**config.mk**
```make
export PLATFORM = sky130hd
export DESIGN_NAME = reg_wr_arb
export DESIGN_NICKNAME = d
export VERILOG_FILES = /design/src/rtl/reg_arb_pkg.sv /design/src/rtl/reg_wr_arb_rr_pick.sv /design/src/rtl/reg_wr_arb.sv
export SDC_FILE = /design/constraint.sdc
export NUM_CORES = 1
export LEC_CHECK = 0
export CAP_MARGIN = 20
export CORE_MARGIN = 8
export CORE_UTILIZATION = 39
export DETAILED_ROUTE_END_ITERATION = 8
export PLACE_DENSITY = 0.84
export SLEW_MARGIN = 20
export SYNTH_ARGS = -nofsm -noshare
export SYNTH_HDL_FRONTEND = slang
export SYNTH_HIERARCHICAL = 1
export SYNTH_SLANG_ARGS = --single-unit
```
**constraint.sdc**
```tcl
create_clock -name clk_i -period 3.2 [get_ports clk_i]
set_input_delay 0.8 -clock clk_i [delete_from_list [all_inputs] [get_ports clk_i]]
set_output_delay 0.8 -clock clk_i [all_outputs]
set_load 0.005 [all_outputs]
```
**src/rtl/reg_arb_pkg.sv**
```systemverilog
// Shared constants for the register-bank write-port arbiter.
package reg_arb_pkg;
  localparam int NREQ = 4;
  localparam int AW   = 3;
  localparam int DW   = 16;
  localparam int PTRW = $clog2(NREQ);

  localparam int REQ_DEC = 0;
  localparam int REQ_MEM = 1;
  localparam int REQ_INT = 2;
  localparam int REQ_DBG = 3;
endpackage

```
**src/rtl/reg_wr_arb_rr_pick.sv**
```systemverilog
// Rotating-priority picker (rr_pick) and the async-reset dff cell used for
// the arbiter's registered outputs.
module rr_pick
  import reg_arb_pkg::*;
(
  input  logic [NREQ-1:0] elig_i,
  input  logic [PTRW-1:0] ptr_i,
  output logic [NREQ-1:0] gnt_o,
  output logic [PTRW-1:0] idx_o,
  output logic            any_o
);
  logic [PTRW-1:0] cand;

  // Scan from ptr upward (mod NREQ); the first eligible requester wins.
  always_comb begin
    gnt_o = '0;
    idx_o = '0;
    any_o = 1'b0;
    cand  = '0;
    for (int k = 0; k < NREQ; k++) begin
      cand = ptr_i + PTRW'(k);
      if (!any_o && elig_i[cand]) begin
        any_o       = 1'b1;
        gnt_o[cand] = 1'b1;
        idx_o       = cand;
      end
    end
  end
endmodule

module reg_arb_dff #(
  parameter int W = 1
) (
  input  logic         clk_i,
  input  logic         rst_ni,
  input  logic [W-1:0] d_i,
  output logic [W-1:0] q_o
);
  always_ff @(posedge clk_i or negedge rst_ni) begin
    if (!rst_ni) q_o <= '0;
    else         q_o <= d_i;
  end
endmodule

```
**src/rtl/reg_wr_arb.sv**
```systemverilog
// Write-port arbiter for the 16-bit register bank: one grant per cycle, registered
// write port and one-cycle ack. Define REG_WR_ARB_RR_EN for round-robin, else fixed priority.
module reg_wr_arb
  import reg_arb_pkg::*;
(
  input  logic               clk_i,
  input  logic               rst_ni,
  input  logic [NREQ-1:0]    req_i,
  input  logic [NREQ*AW-1:0] req_addr_i,
  input  logic [NREQ*DW-1:0] req_data_i,
  input  logic               wr_stall_i,
  output logic [NREQ-1:0]    ack_o,
  output logic               wr_en_o,
  output logic [AW-1:0]      wr_addr_o,
  output logic [DW-1:0]      wr_data_o,
  output logic               busy_o
);
  logic [NREQ-1:0] elig;
  logic [NREQ-1:0] gnt;
  logic [PTRW-1:0] idx;
  logic            any;
  logic [PTRW-1:0] ptr_q;

  logic [NREQ-1:0] ack_q;
  logic            wr_en_q;
  logic [AW-1:0]   wr_addr_q, wr_addr_d;
  logic [DW-1:0]   wr_data_q, wr_data_d;

  // The ack mask keeps a requester still holding req in its ack cycle from a second grant.
  assign elig = req_i & ~ack_q & {NREQ{~wr_stall_i}};

  rr_pick u_pick (
    .elig_i (elig),
    .ptr_i  (ptr_q),
    .gnt_o  (gnt),
    .idx_o  (idx),
    .any_o  (any)
  );

`ifdef REG_WR_ARB_RR_EN
  logic [PTRW-1:0] ptr_d;
  assign ptr_d = any ? idx + PTRW'(1) : ptr_q;

  reg_arb_dff #(.W(PTRW)) u_ptr (
    .clk_i (clk_i), .rst_ni (rst_ni), .d_i (ptr_d), .q_o (ptr_q)
  );
`else
  assign ptr_q = '0;
`endif

  assign wr_addr_d = any ? req_addr_i[idx*AW +: AW] : wr_addr_q;
  assign wr_data_d = any ? req_data_i[idx*DW +: DW] : wr_data_q;

  reg_arb_dff #(.W(1)) u_wr_en (
    .clk_i (clk_i), .rst_ni (rst_ni), .d_i (any), .q_o (wr_en_q)
  );
  reg_arb_dff #(.W(NREQ)) u_ack (
    .clk_i (clk_i), .rst_ni (rst_ni), .d_i (gnt), .q_o (ack_q)
  );
  reg_arb_dff #(.W(AW)) u_wr_addr (
    .clk_i (clk_i), .rst_ni (rst_ni), .d_i (wr_addr_d), .q_o (wr_addr_q)
  );
  reg_arb_dff #(.W(DW)) u_wr_data (
    .clk_i (clk_i), .rst_ni (rst_ni), .d_i (wr_data_d), .q_o (wr_data_q)
  );

  assign ack_o     = ack_q;
  assign wr_en_o   = wr_en_q;
  assign wr_addr_o = wr_addr_q;
  assign wr_data_o = wr_data_q;

  // Forced low in reset so requests held through reset do not show as busy.
  assign busy_o = rst_ni & ((|(req_i & ~ack_q)) | wr_en_q);
endmodule

```
* Word-level counts from Yosys, hierarchy flattened
Index checks and enable logic that the tools add are counted.
** Word-level totals
- Register bits after elaboration :: 24
- Bits of input ports :: 83
- Logic and storage cells :: 31
** Cells by class
- $mul :: 1
- Shifts and indexed selects :: 2
- Multiplexer cells :: 11
- Bitwise operators :: 6
- Reduce and logical (&&, ||, !) cells :: 7
** Operators with widths (number)
- 64-bit by 7-bit indexed part select with 16-bit output :: 1
- 12-bit by 5-bit indexed part select with 3-bit output :: 1
- 4-bit AND :: 2
- 1-bit two-way mux :: 6
- 2-bit two-way mux :: 3
- 2-bit by 2-bit multiplier with 4-bit output (second input constant) :: 1
- 4-bit two-way mux :: 1
- 4-bit NOT :: 1
- 4-bit OR reduction :: 1
- 1-bit logical AND :: 3
- 1-bit zero test :: 3
- 3-bit two-way mux :: 1
- 1-bit AND :: 1
- 1-bit NOT :: 1
- 1-bit OR :: 1

* Depth between registers and ports, before layout
Gate-level depths: netlist of the first run.
- Word-level depth :: 15
- Mapped depth :: 13
- Gate-level depth less buffers :: 9

* Modules after synthesis
Netlist of the first run, hierarchy kept.
** Modules (own cells, without submodules)
- reg_wr_arb :: instances 1, cells an instance 117, area each 858.3 um^2, sequential area each 0.0 um^2
- rr_pick :: instances 1, cells an instance 45, area each 419.2 um^2, sequential area each 0.0 um^2
- reg_arb_dff (u_wr_data) :: instances 1, cells an instance 16, area each 400.4 um^2, sequential area each 400.4 um^2
- reg_arb_dff (u_ack) :: instances 1, cells an instance 4, area each 100.1 um^2, sequential area each 100.1 um^2
- reg_arb_dff (u_wr_addr) :: instances 1, cells an instance 3, area each 75.1 um^2, sequential area each 75.1 um^2
- reg_arb_dff (u_wr_en) :: instances 1, cells an instance 1, area each 25.0 um^2, sequential area each 25.0 um^2

* Least setup slack after synthesis of the first run
No wires, ideal clock.
- Path type :: input-to-reg
- Start point :: input port req_i[0]
- End point :: register u_wr_data.q_o[10]
- Arrival :: 2.762 ns
- Setup slack :: 0.305 ns
- Stages :: 9
- Cell sequence :: nand2b_1 > nor2_1 > mux4_2 > clkbuf_1 > o31ai_1 > buf_2 > mux2_2 > a21oi_1 > o21ai_1
** Between the ends
- Word-level cells in the longest chain between the ends :: 13
- Elaborated cells between the ends (all ways) :: 16
- Those cells by class :: shift (1); mux (7); bitwise (2); reduce/logical (6)
** Ends and longest elaborated chain
- from (decl) :: RTL line reg_wr_arb.sv:8 : input logic [NREQ-1:0] req_i,
- 4-bit AND * (2 in series) :: RTL line reg_wr_arb.sv:30 : assign elig = req_i & ~ack_q & {NREQ{~wr_stall_i}};
- net elig[0] :: RTL line reg_wr_arb.sv:18 : logic [NREQ-1:0] elig;
- 1-bit two-way mux * :: RTL line reg_wr_arb_rr_pick.sv:22 : if (!any_o && elig_i[cand]) begin
- 1-bit zero test :: RTL line reg_wr_arb_rr_pick.sv:22
- 1-bit logical AND :: RTL line reg_wr_arb_rr_pick.sv:22
- 1-bit two-way mux :: RTL line reg_wr_arb_rr_pick.sv:22
- 1-bit zero test :: RTL line reg_wr_arb_rr_pick.sv:22
- 1-bit logical AND :: RTL line reg_wr_arb_rr_pick.sv:22
- 1-bit two-way mux :: RTL line reg_wr_arb_rr_pick.sv:22
- 1-bit zero test :: RTL line reg_wr_arb_rr_pick.sv:22
- 1-bit logical AND :: RTL line reg_wr_arb_rr_pick.sv:22
- 2-bit two-way mux * :: RTL line reg_wr_arb_rr_pick.sv:22
- net idx[0] :: RTL line reg_wr_arb.sv:20 : logic [PTRW-1:0] idx;
- 64-bit by 7-bit indexed part select with 16-bit output * :: RTL line reg_wr_arb.sv:52 : assign wr_data_d = any ? req_data_i[idx*DW +: DW] : wr_data_q;
- to (signal assigned) :: RTL line reg_wr_arb_rr_pick.sv:41 : else q_o <= d_i;
- to (decl) :: RTL line reg_wr_arb_rr_pick.sv:37 : output logic [W-1:0] q_o
The timed path passes the listed nets; every way through them passes the cells marked *.
A chain may end at the register's enable or synchronous reset.

* Final worst setup path of the first run
- Start point :: input port wr_stall_i
- End point :: register u_wr_data.q_o[15]
** Between the ends
- Elaborated cells between the ends (all ways) :: 16
- Those cells by class :: shift (1); mux (7); bitwise (2); reduce/logical (6)
** RTL lines
- from (decl) :: RTL line reg_wr_arb.sv:11 : input logic wr_stall_i,
- 1-bit NOT * :: RTL line reg_wr_arb.sv:30
- 4-bit AND * :: RTL line reg_wr_arb.sv:30
- net elig[2] :: RTL line reg_wr_arb.sv:18
- 1-bit logical AND * :: RTL line reg_wr_arb_rr_pick.sv:22
- 1-bit two-way mux :: RTL line reg_wr_arb_rr_pick.sv:22
- 1-bit zero test :: RTL line reg_wr_arb_rr_pick.sv:22
- 1-bit logical AND :: RTL line reg_wr_arb_rr_pick.sv:22
- 2-bit two-way mux * :: RTL line reg_wr_arb_rr_pick.sv:22
- net idx[0] :: RTL line reg_wr_arb.sv:20
- 64-bit by 7-bit indexed part select with 16-bit output * :: RTL line reg_wr_arb.sv:52
Marked as above.

==> results of run 1 <==
==> layout by cell type (no fill, tap or decap), types with 2 or more instances in the layout <==
cell	count
clkdlybuf4s50_1	107
o21ai_0	14
ha_1	5
mux2_2	21
mux4_2	2
nand2_1	2
nor2b_1	21
conb_1	11
inv_1	4
o21ai_1	10
dfrtp_1	24
a21oi_1	20
a22oi_1	8
mux4_1	2
buf_4	24
nor2_1	5
mux2i_1	20
nand2b_1	4
clkbuf_8	3
==> routing by layer <==
metal	track usage	share of wire
met1	0.197	0.41
met2	0.312	0.51
met3	0.0261	0.056
met4	0.0621	0.017
met5	0	0
==> what timing repair did <==
item	in CTS	in global routing
endpoints found under the setup margin	0	4
gates resized for setup	0	2
hold buffers	0	0
hold endpoints to repair	0	0
==> critical path, delay by kind of cell <==
kind                   cells  cell delay, ns
muxes                      2            0.89
buffers and inverters      3            0.92
AOI/OAI and AO/OA          4            0.52
and+or+nand+nor            1            0.08
==> layout make-up <==
| class | count | area [µm²] | share of cell area |
|---|---|---|---|
| Clock buffer | 3 | 41.3 | 0.0128 |
| Tap cell | 54 | 67.6 | 0.0209 |
| Timing Repair Buffer | 132 | 1260 | 0.391 |
| Sequential cell | 24 | 601 | 0.186 |
| Multi-Input combinational cell | 156 | 1210 | 0.376 |
| Inverter | 4 | 15.0 | 0.00465 |
| Clock inverter | 1 | 30.0 | 0.00929 |
==> through the flow <==
step | setup TNS [ns] | total power, µW | utilization
finish | 0 | 1610 | 0.689
global route | 0 | 1700 | 0.689
CTS | 0 | 1610 | 0.687
detailed placement | -1.48 | 1340 | 0.672
global placement | -0.331 | 1310 | 0.672
floorplan | 0 | 868 | -
==> where the power goes <==
group | switching (µW) | internal [µW] | leakage [µW]
Combinational | 336 | 535 | 0.000981
Sequential | 53.5 | 414 | 0.000296
Clock | 102 | 167 | 0.0000357
==> cell families (layout without fill, tap and decap cells) <==
family,Yosys count,count (layout)
other,1,11
AO/OA/AOI/OAI,57,57
multiplexers,45,45
buffers and inverters,16,140
AND/OR/NAND/NOR,38,38
flip-flops,24,24
adder cells (fa/ha/maj),5,5
==> cell usage after synthesis, types with 3 or more instances <==
cell type  number
nand2b_1        4
mux2_2         21
o21ai_0        14
o21ai_1        10
ha_1            5
nor2b_1        22
buf_2           5
buf_6           3
a22oi_1         8
a21oi_1        20
mux2i_1        20
inv_1           4
dfrtp_1        24
nor2_1          5
==> worst paths after layout <==
kind,startpoint,end
setup reg to reg,u_ack/q_o[2]$_DFF_PN0_,u_wr_data/q_o[15]$_DFF_PN0_
hold reg to reg,u_wr_data/q_o[2]$_DFF_PN0_,u_wr_data/q_o[2]$_DFF_PN0_
hold / removal,u_wr_data/q_o[2]$_DFF_PN0_,u_wr_data/q_o[2]$_DFF_PN0_
setup / recovery,wr_stall_i,u_wr_data/q_o[15]$_DFF_PN0_
max in group asynchronous,rst_ni,u_wr_addr/q_o[1]$_DFF_PN0_
min in group asynchronous,rst_ni,u_wr_en/q_o$_DFF_PN0_
==> state kept, by name, indices dropped and copies added, names as in the netlist <==
name,flops
u_wr_data/q_o,16
u_ack/q_o,4
u_wr_addr/q_o,3
u_wr_en/q_o,1
==> results.sh, run 1 <==
export IMPL_clock_sinks=24
export IMPL_synth_compound_area_frac=0.172
export IMPL_cp_cell_sequence="clkdlybuf4s50_1 > nor2_1 > mux4_1 > inv_1 > a21oi_1 > o31ai_4 > buf_4 > mux2_2 > a21oi_1 > o21ai_0"
export IMPL_cts_max_level=1
export IMPL_synth_area_top_cells="dfrtp_1 (32%), mux2_2 (13%), mux2i_1 (11%), nor2b_1 (7.3%), a21oi_1 (5.3%)"
export IMPL_hold_violations=0
export IMPL_async_flop_share=1.00
export IMPL_drive_gt1_frac=0.175
export IMPL_io_pins=108
export IMPL_fin_cells=374
export IMPL_n_antenna_cell=0
export IMPL_die_h_um=85.4
export IMPL_skew_ns=0.00380
export IMPL_min_period_over_period=0.958
export IMPL_crit_required_ns=3.35
export IMPL_hpwl_um=5250
export IMPL_synth_mux_area_frac=0.284
export IMPL_p_leak_uw=0.00131
export IMPL_grt_ovfl_total=0
export IMPL_yosys_warnings=6
export IMPL_post_drt_via_cell_ratio=5.14
export IMPL_final_antenna_net_count=0
export IMPL_holdPathStages=3
export IMPL_clk_latency_ns=0.27
export IMPL_post_place_ws_ns=-0.108
export IMPL_firstDrtPassIters=4
export IMPL_slew_viol_final=0
export IMPL_die_w_um=85.4
export IMPL_antenna_found_initial=0
export IMPL_critical_path_most_common_cell="a21oi_1"
export IMPL_endpoint_kind="flip-flop"
export IMPL_synth_edf_count=0
export IMPL_holdWs_ns=0.608
export IMPL_numCtsBuffers=3
export IMPL_synthFlopType="dfrtp_1"
export IMPL_outcome="finished clean"
export IMPL_vias=1922
export IMPL_routedWlPerCell_um=17.4
export IMPL_arrival_ns=3.22
export IMPL_root_buffer="clkbuf_8"
export IMPL_vdd_drop_max_mv=0.229
export IMPL_setup_viol=0
export IMPL_critical_path_peak_fanout=17
export IMPL_syn_mean_instance_area_um2=10.1
export IMPL_yosysSeqAreaShare=0.320
export IMPL_worst_slack_ns=0.134
export IMPL_placed_cell_area_um2=3150
export IMPL_crit_type="primary input to flip-flop"
export IMPL_start_util=0.400
export IMPL_synth_top_cell_area_share=0.320
export IMPL_cp_slowest_stage_delay_ns=0.53
export IMPL_synth_top_family_by_area="multiplexers"
export IMPL_std_cell_rows=25
export IMPL_core_um2=4690
export IMPL_synthXorXnorAreaFrac=0
export IMPL_clk_pin_slew_ns=0.08
export IMPL_reg2reg_setup_slack_ns=0.74
export IMPL_reg2reg_depth=10
export IMPL_gp_congestion=0.914
export IMPL_ys_ff_latch=24
export IMPL_grt_pass1_vias=1987
export IMPL_power_density_nw_per_um2=497
export IMPL_grtUsageTotal=0.171
export IMPL_synth_cell_types=31
export IMPL_start_kind="primary input"
export IMPL_wl_um=6510
export IMPL_syn2layout_area_growth_pct=72.1
export IMPL_grt_max_degree=25
export IMPL_maxCapViolCount=0
export IMPL_max_freq_mhz=326
export IMPL_synth_simple_area_share=0.127
export IMPL_cts_tree="built"
export IMPL_fin_nets=409
export IMPL_hold_class="flip-flop to flip-flop"
export IMPL_dp_cells=370
export IMPL_dieArea_um2=7290
export IMPL_period_needed_ns=3.07
export IMPL_drc_errors=0
export IMPL_grt_pass1_wl_um=10000
export IMPL_rsz0062_at_grt="false"
export IMPL_cts_buffer_depth=2
export IMPL_synthCells=186
export IMPL_drt_iter0_drc=52
export IMPL_synth_fa_ha_area_frac=0.0333
export IMPL_portBuffers=107
export IMPL_cts_setup_buffers=0
export IMPL_fillerInstances=375
export IMPL_synth_top_area_cell="dfrtp_1"
export IMPL_cpMaxStageDelayCell="clkdlybuf4s50_1"
export IMPL_fin_area_um2=3230
export IMPL_netlist_area_um2=1880
No activity file was read; power rests on OpenSTA's default activity.
==> run 2: changes to the inputs <==
--- a/config.mk
+++ b/config.mk
@@ -7,10 +7,10 @@
 export LEC_CHECK = 0
 export CAP_MARGIN = 20
 export CORE_MARGIN = 8
-export CORE_UTILIZATION = 39
+export CORE_UTILIZATION = 36
+export CTS_BUF_LIST = sky130_fd_sc_hd__clkbuf_8
 export DETAILED_ROUTE_END_ITERATION = 8
-export PLACE_DENSITY = 0.84
-export SLEW_MARGIN = 20
+export PLACE_DENSITY = 0.82
 export SYNTH_ARGS = -nofsm -noshare
 export SYNTH_HDL_FRONTEND = slang
 export SYNTH_HIERARCHICAL = 1
==> constraint.sdc (replaced) <==
create_clock -name clk_i -period 2.7 [get_ports clk_i]
set_input_delay 0.675 -clock clk_i [delete_from_list [all_inputs] [get_ports clk_i]]
set_output_delay 0.675 -clock clk_i [all_outputs]
set_load 0.005 [all_outputs]
==> results.sh, run 2 (synthesis gave the netlist of run 1 again) <==
export IMPL_hold_violations=0
export IMPL_final_cell_mix="clkdlybuf4s50_1 (101), buf_4 (33), dfrtp_1 (24), mux2i_1 (20), nor2b_1 (19)"
export IMPL_core_um2=5070
export IMPL_drt_iter0_drc=89
export IMPL_p_leak_uw=0.00150
export IMPL_power_density_nw_per_um2=617
export IMPL_firstDrtPassIters=4
export IMPL_drive_gt1_frac=0.287
export IMPL_hold_end="u_wr_data/q_o[10]$_DFF_PN0_"
export IMPL_worst_slack_ns=-0.00577
export IMPL_io_pins=108
export IMPL_fillerInstances=351
export IMPL_clock_sinks=24
export IMPL_cts_max_level=1
export IMPL_hold_path_startpoint="u_wr_data/q_o[10]$_DFF_PN0_"
export IMPL_grt_pass1_wl_um=11300
export IMPL_maxCapViolCount=0
export IMPL_start_kind="primary input"
export IMPL_reg2reg_setup_slack_ns=0.16
export IMPL_outcome="finished, violations left"
export IMPL_cts_buffer_depth=2
export IMPL_antenna_found_initial=0
export IMPL_timing_rr_end="u_wr_data/q_o[8]$_DFF_PN0_"
export IMPL_cpMaxStageDelayCell="mux4_2"
export IMPL_std_cell_rows=26
export IMPL_slew_viol_final=0
export IMPL_post_drt_via_cell_ratio=5.20
export IMPL_clk_latency_ns=0.29
export IMPL_fin_nets=427
export IMPL_cp_slowest_stage_delay_ns=0.50
export IMPL_start_util=0.370
export IMPL_fin_area_um2=3600
export IMPL_failed_checks="negative setup slack"
export IMPL_numCtsBuffers=3
export IMPL_clk_pin_slew_ns=0.11
export IMPL_syn2layout_area_growth_pct=91.7
export IMPL_dieArea_um2=7780
export IMPL_placed_cell_area_um2=3210
export IMPL_hpwl_um=5230
export IMPL_crit_buf_inv=3
export IMPL_cts_tree="built"
export IMPL_n_antenna_cell=0
export IMPL_final_antenna_net_count=0
export IMPL_holdPathStages=3
export IMPL_largest_register_ffs=16
export IMPL_grtUsageTotal=0.185
export IMPL_root_buffer="clkbuf_8"
export IMPL_gp_congestion=0.858
export IMPL_wl_um=8100
export IMPL_fin_cells=408
export IMPL_die_w_um=88.2
export IMPL_max_freq_mhz=370
export IMPL_vdd_drop_max_mv=0.260
export IMPL_dp_cells=388
export IMPL_reg2reg_depth=11
export IMPL_setup_viol=1
export IMPL_final_common_cell="clkdlybuf4s50_1"
export IMPL_vias=2120
export IMPL_min_period_over_period=1.00
export IMPL_top_register="u_wr_data/q_o"
export IMPL_period_needed_ns=2.71
export IMPL_cp_cell_sequence="clkdlybuf4s15_1 > nand2b_1 > nor2_2 > mux4_2 > buf_6 > nor4b_4 > nor2_1 > a32o_2 > nor2b_4 > clkbuf_16 > a21oi_1 > o21ai_1"
export IMPL_rr_startpoint="u_ack/q_o[2]$_DFF_PN0_"
export IMPL_hold_class="flip-flop to flip-flop"
export IMPL_grt_ovfl_total=0
export IMPL_power_uw=2220
export IMPL_skew_ns=0.0139
export IMPL_critical_path_peak_fanout=5
export IMPL_grt_max_degree=25
export IMPL_crit_required_ns=2.90
export IMPL_drc_errors=0
export IMPL_cp_top_family="simple AND/OR/NAND/NOR gates"
export IMPL_portBuffers=107
export IMPL_die_h_um=88.2
export IMPL_grt_pass1_vias=2253
export IMPL_routedWlPerCell_um=19.9
export IMPL_endpoint_kind="flip-flop"
export IMPL_arrival_ns=2.90
export IMPL_crit_type="primary input to flip-flop"
export IMPL_reg_top3="u_wr_data/q_o x16, u_ack/q_o x4, u_wr_addr/q_o x3"
## run 2: changes by cell type in the layout (fill, tap and decap cells not counted), sizes merged
cell,previous run,this run
dlygate4sd2,0,2
buf,25,41
clkdlybuf4s15,0,3
clkbuf,3,6
clkdlybuf4s50,107,101
## run 2: cell type report
class                           count  area (µm²)  area share
Tap cell                           70        87.6      0.0243
Sequential cell                    24         601       0.167
Clock inverter                      1        30.0     0.00834
Timing Repair Buffer              150        1500       0.417
Clock buffer                        3        41.3      0.0115
Inverter                            4        15.0     0.00417
Multi-Input combinational cell    156        1320       0.368
## run 2: routing by layer
metal	wire [µm]	vias up	GRT usage
met1	3150	1049	0.194
met2	4330	82	0.356
met3	424	13	0.0334
li1	-	976	-
met5	0	-	0
met4	195	0	0.0661
## run 2: repair_timing
item                       CTS  global route
hold buffers                 0             0
resized for setup           48            13
hold endpoints to repair     0             0
cloned                       2             3
setup buffers                6             5
pin swaps                    3             8
setup endpoints to repair   20            19
## run 2: worst max-delay path by stage
stage | end | cells past startpoint | from | slack, ns
final | u_wr_data/q_o[8]$_DFF_PN0_ | 12 | req_i[2] | -0.006
after floorplan | u_wr_data/q_o[4]$_DFF_PN0_ | 12 | req_i[1] | 0.004
after global routing | u_wr_data/q_o[8]$_DFF_PN0_ | 12 | req_i[2] | -0.05
after global placement | u_wr_data/q_o[7]$_DFF_PN0_ | 10 | req_i[3] | -0.40
after CTS | u_wr_addr/q_o[2]$_DFF_PN0_ | 11 | wr_stall_i | 0.05
after detailed placement | u_wr_data/q_o[12]$_DFF_PN0_ | 10 | wr_stall_i | -0.44
## run 2: worst reg2reg max path, stage by stage (launching register included)
cell and delay [ns]:
dfrtp_1 0.36, nand2b_1 0.14, nor2_2 0.06, mux4_2 0.50, buf_6 0.16, nor4b_4 0.29, nor2_1 0.08, a32o_2 0.25
nor2b_4 0.24, clkbuf_16 0.20, a21oi_1 0.06, o21ai_1 0.13
## run 2: report_power, final
part,switching (µW),internal (µW)
Clock,139,199
Combinational,521,798
Sequential,73.0,491
## run 2: stage by stage
stage / setup slack [ns] / util / TNS [ns] / hold slack [ns]
finish: -0.00577 / 0.709 / -0.00577 / 0.621
global route: -0.0512 / 0.709 / -0.179 / 0.673
CTS: 0.0536 / 0.686 / 0 / 0.622
detailed placement: -0.443 / 0.633 / -8.14 / 0.593
global placement: -0.398 / 0.633 / -7.33 / 0.576
floorplan: 0.00367 / - / 0 / 0.379
==> run 3: changes to the inputs <==
--- a/config.mk
+++ b/config.mk
@@ -10,6 +10,7 @@
 export CORE_UTILIZATION = 36
 export CTS_BUF_LIST = sky130_fd_sc_hd__clkbuf_8
 export DETAILED_ROUTE_END_ITERATION = 8
+export GPL_ROUTABILITY_DRIVEN = 1
 export PLACE_DENSITY = 0.82
 export SYNTH_ARGS = -nofsm -noshare
 export SYNTH_HDL_FRONTEND = slang
==> results of run 3 <==
Same layout as run 2: the final DEF is identical, and so are final timing and power.
